<file path="config.mk">
export PLATFORM = sky130hd
export DESIGN_NAME = i2c_bus_arbiter
export DESIGN_NICKNAME = d
export VERILOG_FILES = /design/src/rtl/i2c_bus_arbiter.sv
export SDC_FILE = /design/constraint.sdc
export NUM_CORES = 1
export LEC_CHECK = 0
export ABC_AREA = 0
export CELL_PAD_IN_SITES_DETAIL_PLACEMENT = 0
export CELL_PAD_IN_SITES_GLOBAL_PLACEMENT = 1
export CORE_MARGIN = 2
export CORE_UTILIZATION = 29
export DETAILED_ROUTE_END_ITERATION = 7
export PLACE_DENSITY = 0.89
export SYNTH_ARGS = -nofsm -noshare
export SYNTH_HDL_FRONTEND = slang
export SYNTH_SLANG_ARGS = --single-unit
</file>
<file path="constraint.sdc">
create_clock -name clock -period 3.6 [get_ports clock]
set_input_delay 1.08 -clock clock [delete_from_list [all_inputs] [get_ports clock]]
set_output_delay 1.08 -clock clock [all_outputs]
set_load 0.01 [all_outputs]
</file>
<file path="src/rtl/i2c_bus_arbiter.sv">
// Round-robin arbiter that gives four requesters exclusive use of a single shared I2C engine.
// Optional macro I2C_ARB_TIMEOUT_EN adds a wait limit that resets the engine and reports an error.
module i2c_bus_arbiter #(
    parameter int unsigned STABLE_CYCLES  = 4,
    parameter int unsigned TIMEOUT_CYCLES = 65535
) (
    input  logic        clock,
    input  logic        reset,

    input  logic [3:0]  req,
    input  logic [27:0] req_slave_addr,
    input  logic [63:0] req_reg_addr,
    input  logic [3:0]  req_is_read,
    input  logic [39:0] req_nb_bytes,

    output logic [3:0]  grant,
    output logic [3:0]  done,
    output logic [3:0]  err,
    output logic [15:0] rdata,

    output logic        i2c_start,
    output logic [6:0]  i2c_slave_addr,
    output logic [15:0] i2c_reg_addr,
    output logic        i2c_is_read,
    output logic [9:0]  i2c_nb_bytes,
    input  logic        i2c_ready,
    input  logic        i2c_error,
    input  logic [15:0] i2c_data_out,
    output logic        i2c_reset
);

    localparam int unsigned StableW = $clog2(STABLE_CYCLES + 1);

    if (STABLE_CYCLES == 0 || TIMEOUT_CYCLES == 0) begin : g_bad_params
        $error("STABLE_CYCLES and TIMEOUT_CYCLES must both be non-zero");
    end

    typedef enum logic [2:0] {
        StIdle,
        StLaunch,
        StWaitBusy,
        StWaitDone,
        StRelease
    } state_e;

    state_e               state;
    logic [1:0]           owner;
    logic [1:0]           last_grant;
    logic [StableW-1:0]   stable_cnt;
    logic                 err_latch;

    // Round-robin pick: scan offsets 4..1 so the smallest offset after last_grant wins.
    logic [1:0] sel_idx;
    logic [1:0] cand;
    logic       sel_valid;

    always_comb begin
        sel_idx   = 2'd0;
        cand      = 2'd0;
        sel_valid = 1'b0;
        for (int i = 4; i >= 1; i--) begin
            cand = last_grant + 2'(i);
            if (req[cand]) begin
                sel_idx   = cand;
                sel_valid = 1'b1;
            end
        end
    end

`ifdef I2C_ARB_TIMEOUT_EN
    localparam int unsigned TmoW = $clog2(TIMEOUT_CYCLES + 1);

    logic [TmoW-1:0] tmo_cnt;
    logic            tmo_reset;

    assign i2c_reset = reset | tmo_reset;
`else
    assign i2c_reset = reset;
`endif

    always_ff @(posedge clock) begin
        if (reset) begin
            state          <= StIdle;
            grant          <= '0;
            done           <= '0;
            err            <= '0;
            rdata          <= '0;
            i2c_start      <= 1'b0;
            i2c_slave_addr <= '0;
            i2c_reg_addr   <= '0;
            i2c_is_read    <= 1'b0;
            i2c_nb_bytes   <= '0;
            owner          <= 2'd0;
            last_grant     <= 2'd3;
            stable_cnt     <= '0;
            err_latch      <= 1'b0;
`ifdef I2C_ARB_TIMEOUT_EN
            tmo_cnt        <= '0;
            tmo_reset      <= 1'b0;
`endif
        end else begin
            done      <= '0;
            err       <= '0;
            i2c_start <= 1'b0;
`ifdef I2C_ARB_TIMEOUT_EN
            tmo_reset <= 1'b0;
`endif
            case (state)
                StIdle: begin
                    if (sel_valid) begin
                        state          <= StLaunch;
                        grant          <= 4'b0001 << sel_idx;
                        owner          <= sel_idx;
                        i2c_start      <= 1'b1;
                        i2c_slave_addr <= req_slave_addr[sel_idx*7 +: 7];
                        i2c_reg_addr   <= req_reg_addr[sel_idx*16 +: 16];
                        i2c_is_read    <= req_is_read[sel_idx];
                        i2c_nb_bytes   <= req_nb_bytes[sel_idx*10 +: 10];
                        err_latch      <= 1'b0;
                    end
                end
                StLaunch: begin
                    state      <= StWaitBusy;
                    stable_cnt <= '0;
`ifdef I2C_ARB_TIMEOUT_EN
                    tmo_cnt    <= '0;
`endif
                end
                StWaitBusy: begin
                    if (!i2c_ready) begin
                        state      <= StWaitDone;
                        stable_cnt <= '0;
                    end
                end
                StWaitDone: begin
                    err_latch <= err_latch | i2c_error;
                    if (i2c_ready) begin
                        if (stable_cnt == StableW'(STABLE_CYCLES - 1)) begin
                            state <= StRelease;
                            done  <= grant;
                            err   <= (err_latch | i2c_error) ? grant : 4'b0000;
                            rdata <= i2c_data_out;
                        end else begin
                            stable_cnt <= stable_cnt + 1'b1;
                        end
                    end else begin
                        stable_cnt <= '0;
                    end
                end
                StRelease: begin
                    state      <= StIdle;
                    grant      <= '0;
                    last_grant <= owner;
                end
                default: state <= StIdle;
            endcase

`ifdef I2C_ARB_TIMEOUT_EN
            // The limit overrides a completion landing on the same cycle.
            if (state == StWaitBusy || state == StWaitDone) begin
                if (tmo_cnt == TmoW'(TIMEOUT_CYCLES - 1)) begin
                    state     <= StRelease;
                    done      <= grant;
                    err       <= grant;
                    err_latch <= 1'b1;
                    rdata     <= '0;
                    tmo_reset <= 1'b1;
                end else begin
                    tmo_cnt <= tmo_cnt + 1'b1;
                end
            end
`endif
        end
    end

endmodule

</file>
==> results of run 1 <==
-- layout by cell type, fill, tap and decap left out, types with 4 or more instances in the layout --
master           instances
and2_1                   8
a221o_1                 34
nand2_1                 38
dfxtp_1                 74
a21oi_1                 20
mux2i_1                 37
nand2b_1                 4
buf_4                    6
clkdlybuf4s50_1        223
nand3_1                 70
nor2_1                  14
mux2_1                  32
clkbuf_16                9
inv_1                    4
-- synth_stat cells (3+ instances only) --
library cell / n
mux2_1: 32
clkbuf_1: 20
nand2b_1: 4
a221o_1: 34
buf_6: 7
nand3_1: 70
inv_1: 4
mux2i_1: 37
nor2_1: 14
buf_1: 3
and3_1: 4
dfxtp_1: 74
a21oi_1: 20
buf_2: 6
nand2_1: 38
and2_1: 8
-- layer usage --
metal	track usage (%)	routed length [um]	vias up
li1	-	-	1923
met4	5.729	275	0
met2	29.49	5835	168
met1	19.80	4945	1806
met3	5.695	1009	21
met5	0	0	-
-- kinds of logic after synthesis --
family,Yosys count
fa+ha+maj,2
flops,74
buf+inv,42
simple gates,151
compound gates,71
mux,71
-- area by class of cell --
cell class / instances / area, um2
Timing Repair Buffer: 231 / 2317
Fill cell: 1182 / 6285
Multi-Input combinational cell: 295 / 2123
Clock inverter: 7 / 60.06
Clock buffer: 9 / 225.2
Sequential cell: 74 / 1481
Tap cell: 172 / 215.2
Inverter: 4 / 15.01
-- state kept, by name, summed over array words and instances (netlist names), 4 cells and up --
name            flops
grant               4
rdata              16
err                 4
i2c_reg_addr       16
i2c_slave_addr      7
i2c_nb_bytes       10
done                4
-- power breakdown --
| part | internal [mW] | switching, mW |
|---|---|---|
| Clock | 0.479 | 0.375 |
| Combinational | 0.348 | 0.236 |
| Sequential | 0.879 | 0.0356 |
| Total | 1.71 | 0.646 |
-- how the worst min path moves through the flow --
stage / startpoint / end / depth (start not counted)
final: rdata[9] / rdata[9] / 2
after global routing: rdata[9] / rdata[9] / 2
after detailed placement: rdata[9] / rdata[9] / 2
after CTS: rdata[9] / rdata[9] / 2
after floorplan: owner[1] / owner[1] / 2
after global placement: rdata[5] / rdata[5] / 2
-- through the flow --
step | power [mW] | area, um2
global placement | 1.509 | 6152
CTS | 2.391 | 6437
finish | 2.352 | 6437
detailed placement | 1.517 | 6152
global route | 2.482 | 6437
floorplan | 1.183 | 3815
==> key figures, run 1 <==
CTS
  • Clk Latency, worst-skew pair: 330 ps
  • Clock Tree Root: clkbuf_16
  • H-tree level count: 3
  • Post-cts hold buffer count: 0
  • CTS sink count: 74
  • Setup Buffers After CTS: 0
  • CTS buffer count: 9
  • Buffers from clock root to sink, at most: 2
  • Post-cts resize count: 0
  • Clock slew at reported path FFs: 60 ps
  • CTS tree: done

Finish
  • Net count, final: 777
  • Post-layout util: 50.60%
  • Synthesis-to-layout area growth: 68.74%
  • Layout cell share with drive strength beyond 1: 5.161%
  • Non-filler cells, final: 792
  • N_diodes: 0

Floorplanning
  • Die X-Extent: 118.7 um
  • Effective utilization at floorplan: 29.99%
  • Core region area: 12720 um2
  • Row count: 41
  • IO Pins: 224
  • Full die area: 14090 um2
  • DIE HEIGHT: 118.7 um

Synthesis
  • Ys async rst share: 0%
  • Syn avg cell area: 9.282 um2
  • Synth top area share: 38.83%
  • XOR/XNOR Fraction of Synth Area: 0%
  • Top FF cell, synth: dfxtp_1
  • Register area share after synthesis: 38.83%
  • Syn nets: 573
  • Yosys warning count: 0
  • Synthesized cell area: 3815 um2
  • Largest cells by area after synthesis: dfxtp_1 39%, mux2i_1 9.7%, mux2_1 9.4%
  • Post-synth EDFFs: 0
  • Synthesized flop and latch total: 74
  • Mux share of post-synthesis cell area: 19.74%
  • Area leader, netlist: dfxtp_1
  • Post-Syn Instances: 411
  • Largest family of logic cells by synthesized area: multiplexers
  • Library cells used by synthesis: 41
  • Compound-Gate Fraction of Synth Area: 15.15%
  • Synth Area in Adders: 0.6560%
  • Post-Synth Simple-Gate Area: 19.71%

Timing
  • Setup tns final: 0 ps
  • Worst Slack Setup Final: 425.1 ps
  • Fin Hold WS: 455.2 ps
  • Final Slew Violations: 0
  • Clock skew: 4.773 ps
  • Worst Tran Pin Value: 862.5 ps
  • Final hold violations: 0
  • Slew HR: 42.38%
  • RSZ-0062 raised after global routing: false
  • Tmin final: 3175 ps
  • # setup viols final: 0
  • Final Cycle Share: 88.19%
  • Fmax: 315.0 MHz

Worst setup path
  • FF-to-FF setup slack: 1440 ps
  • Nature of the critical path endpoint: output pin
  • Max incr delay on CP: 540 ps
  • CP Buf/Inv Count: 2
  • Setup crit start: reset
  • Worst setup endpoint: i2c_reset
  • Critical Path RT: 2520 ps
  • Most frequent CP cell: clkdlybuf4s50_1
  • CP Max Fanout: 2
  • Worst r2r src: state[0]
  • Top cell family by delay on the critical path: buffers and inverters
  • Reg2Reg Capture Point: i2c_reg_addr[10]
  • Slowest cell on crit path: clkdlybuf4s50_1
  • CP arrival: 2090 ps
  • Worst path depth: 2
  • Reg2reg path depth: 4
  • Crit-path cells: clkdlybuf4s50_1, clkdlybuf4s50_1
  • Startpoint types: input pin
  • Path type of the worst setup path: input pin to output pin

Detailed routing
  • Routed WL: 12070 um
  • Drt pass-1 iters: 5
  • DR vias: 3918
  • Remaining DRCs: 0
  • Avg WL per Cell: 15.23 um
  • Via/cell ratio: 4.947
  • Starting DRC count in detailed routing: 172
  • Final ANT Viol Nets: 0

Placement
  • Port Buffers: 223
  • GPL Wtd Cong: 0.7756
  • HPWL Detailed: 8936 um
  • Dpl ws: 344.0 ps
  • Placed instance count: 776

Global routing
  • Initial antenna violation count: 0
  • Number of global-route vias before repair: 3952
  • First-pass GRT wire length: 19750 um
  • Pin count of the biggest net entering global routing: 42
  • Overflow after GRT: 0
  • Total GRT Usage: 17.11%

Worst hold path
  • Type of the most critical hold path: flop to flop

Power
  • PD cells: 365.4 nW/um2
  • VDD IR max: 0.1874 mV
  • P_leak: 2.413 nW

Status
  • Status: completed

Job
  • Max cap viols: 0
Note: power is estimated with default switching activity, not from simulation.
==> inputs of run 2 (changes only) <==
--- a/config.mk
+++ b/config.mk
@@ -8,7 +8,6 @@
 export ABC_AREA = 0
 export CELL_PAD_IN_SITES_DETAIL_PLACEMENT = 0
 export CELL_PAD_IN_SITES_GLOBAL_PLACEMENT = 1
-export CORE_MARGIN = 2
 export CORE_UTILIZATION = 29
 export DETAILED_ROUTE_END_ITERATION = 7
 export PLACE_DENSITY = 0.89
==> run 2 against run 1 <==
Effect of this change: first-iteration DRC count rose by 17%; setup slack got worse by 58 ps; maximum frequency fell by 1.8%; wire length barely moved; flip-flop and latch count did not move; power fell by 0.48%; die area fell by 3.3%; largest cell class unchanged; highest routed layer unchanged.
==> key figures, run 2 (synthesized netlist as in run 1, its figures left out) <==
Job
  • Max cap viols: 0 (unchanged)

CTS
  • Setup Buffers After CTS: 0 (unchanged)
  • Post-cts hold buffer count: 0 (unchanged)
  • CTS sink count: 74 (unchanged)
  • Clk Latency, worst-skew pair: 330 ps (about the same)
  • Clock Tree Root: clkbuf_16
  • H-tree level count: 3 (unchanged)
  • Buffers from clock root to sink, at most: 2 (unchanged)
  • CTS tree: done
  • Post-cts resize count: 0 (unchanged)
  • Clock slew at reported path FFs: 60 ps (about the same)
  • CTS buffer count: 9 (unchanged)

Floorplanning
  • Row count: 41 (unchanged)
  • Core region area: 12720 um2 (unchanged)
  • DIE HEIGHT: 116.7 um (-1.7%)
  • Effective utilization at floorplan: 29.99% (unchanged)
  • IO Pins: 224 (unchanged)
  • Die X-Extent: 116.7 um (-1.7%)
  • Full die area: 13620 um2 (-3.3%)

Timing
  • Fin Hold WS: 454.4 ps (-0.7880 ps)
  • Tmin final: 3233 ps (+58.08 ps)
  • Worst Slack Setup Final: 367.0 ps (-58.08 ps)
  • Final Slew Violations: 0 (unchanged)
  • Setup tns final: 0 ps (unchanged)
  • Clock skew: 5.602 ps (+0.8296 ps)
  • Fmax: 309.3 MHz (-1.8%)
  • Final Cycle Share: 89.81% (+1.6 points)
  • RSZ-0062 raised after global routing: false
  • # setup viols final: 0 (unchanged)
  • Worst Tran Pin Value: 901.6 ps (+39.01 ps)
  • Final hold violations: 0 (unchanged)
  • Slew HR: 39.77% (-2.6 points)

Placement
  • Placed instance count: 776 (unchanged)
  • DP Area: 6165 um2 (+0.20%)
  • GPL Wtd Cong: 0.7872 (+1.5%)
  • Port Buffers: 223 (unchanged)
  • Dpl ws: 364.3 ps (+20.30 ps)
  • HPWL Detailed: 8898 um (-0.43%)

Finish
  • Net count, final: 777 (unchanged)
  • Layout cell share with drive strength beyond 1: 5.161% (unchanged)
  • Post-layout util: 50.66% (+0.059 points)
  • Commonest non-fill, non-tap cell in the layout: clkdlybuf4s50_1
  • Synthesis-to-layout area growth: 68.94%
  • Design area: 6445 um2 (+0.12%)
  • Commonest cells after routing, fill and taps aside: 223 x clkdlybuf4s50_1, 74 x dfxtp_1, 70 x nand3_1
  • Non-filler cells, final: 792 (unchanged)
  • Top flop regs: i2c_reg_addr x16, rdata x16, i2c_nb_bytes x10
  • N_diodes: 0 (unchanged)

Status
  • Status: completed

Worst setup path
  • CP Max Fanout: 3 (+1)
  • Top cell family by delay on the critical path: buffers and inverters
  • Slowest cell on crit path: clkdlybuf4s50_1
  • CP Buf/Inv Count: 2 (unchanged)
  • Critical Path RT: 2520 ps (about the same)
  • Startpoint types: input pin
  • Nature of the critical path endpoint: output pin
  • CP arrival: 2150 ps (+60 ps)
  • Setup crit start: reset
  • Reg2reg path depth: 4 (unchanged)
  • Max incr delay on CP: 560 ps (+20 ps)
  • Crit-path cells: clkdlybuf4s50_1, clkdlybuf4s50_1
  • Path type of the worst setup path: input pin to output pin
  • Reg2Reg Capture Point: i2c_slave_addr[1]
  • FF-to-FF setup slack: 1450 ps (about the same)
  • Worst path depth: 2 (unchanged)
  • Worst r2r src: state[0]
  • Most frequent CP cell: clkdlybuf4s50_1

Worst hold path
  • Type of the most critical hold path: flop to flop
  • Hold path endpoint: rdata[12]
  • Hold Path Stages: 2 (unchanged)
  • Hold_sp: rdata[12]

Detailed routing
  • Avg WL per Cell: 15.22 um (about the same)
  • Remaining DRCs: 0 (unchanged)
  • DR vias: 3933 (+0.38%)
  • Via/cell ratio: 4.966 (+0.38%)
  • Routed WL: 12060 um (about the same)
  • Final ANT Viol Nets: 0 (unchanged)
  • Starting DRC count in detailed routing: 202 (+17%)
  • Drt pass-1 iters: 5 (unchanged)

Power
  • P_leak: 2.428 nW (+0.63%)
  • VDD IR max: 0.2152 mV (+15%)
  • PD cells: 363.2 nW/um2 (-0.59%)
  • Pwr Total: 2.341 mW (-0.48%)

Global routing
  • Initial antenna violation count: 0 (unchanged)
  • Pin count of the biggest net entering global routing: 37 (-12%)
  • Number of global-route vias before repair: 3886 (-1.7%)
  • First-pass GRT wire length: 18830 um (-4.7%)
  • Overflow after GRT: 0 (unchanged)
  • Total GRT Usage: 17.70% (+0.60 points)
[run 2: cell types whose count changed in the layout (fill, tap and decap cells not counted)]
| cell | delta |
|---|---|
| clkinvlp_4 | -3 |
| clkinv_2 | +3 |
| buf_12 | +1 |
| clkinv_4 | +2 |
| clkbuf_8 | +1 |
| buf_4 | -1 |
| inv_8 | -1 |
| inv_6 | -2 |
[run 2: where the power goes]
part           total, mW  switching [mW]  internal [mW]
Clock              0.838           0.352          0.486
Combinational      0.587           0.235          0.351
Sequential         0.916          0.0366          0.880
Total               2.34           0.624           1.72
[run 2: how the worst max path moves through the flow]
stage                                 end
after detailed placement        i2c_reset
after global placement          i2c_reset
after global routing            i2c_reset
final                           i2c_reset
after floorplan           i2c_reg_addr[1]
after CTS                       i2c_reset
[run 2: routing by layer]
| layer | up-vias | part of all wire, % | GRT usage [%] |
|---|---|---|---|
| met4 | 0 | 2.2 | 7.511 |
| met5 | - | 0 | 0 |
| li1 | 1926 | - | - |
| met2 | 182 | 48 | 30.45 |
| met3 | 24 | 8.9 | 4.359 |
| met1 | 1801 | 41 | 20.96 |
[run 2: layout make-up]
| cell class | count | area (um2) |
|---|---|---|
| Clock buffer | 10 | 239.0 |
| Clock inverter | 6 | 41.29 |
| Fill cell | 1210 | 6277 |
| Inverter | 4 | 15.01 |
| Multi-Input combinational cell | 295 | 2123 |
| Sequential cell | 74 | 1481 |
| Tap cell | 172 | 215.2 |
| Timing Repair Buffer | 231 | 2330 |
[run 2: worst min-delay path, delay by kind of cell, from the launching register on]
family / cells / cell delay, ps
AO/OA/AOI/OAI: 1 / 50
AND/OR/NAND/NOR: 1 / 50
flip-flops: 1 / 300
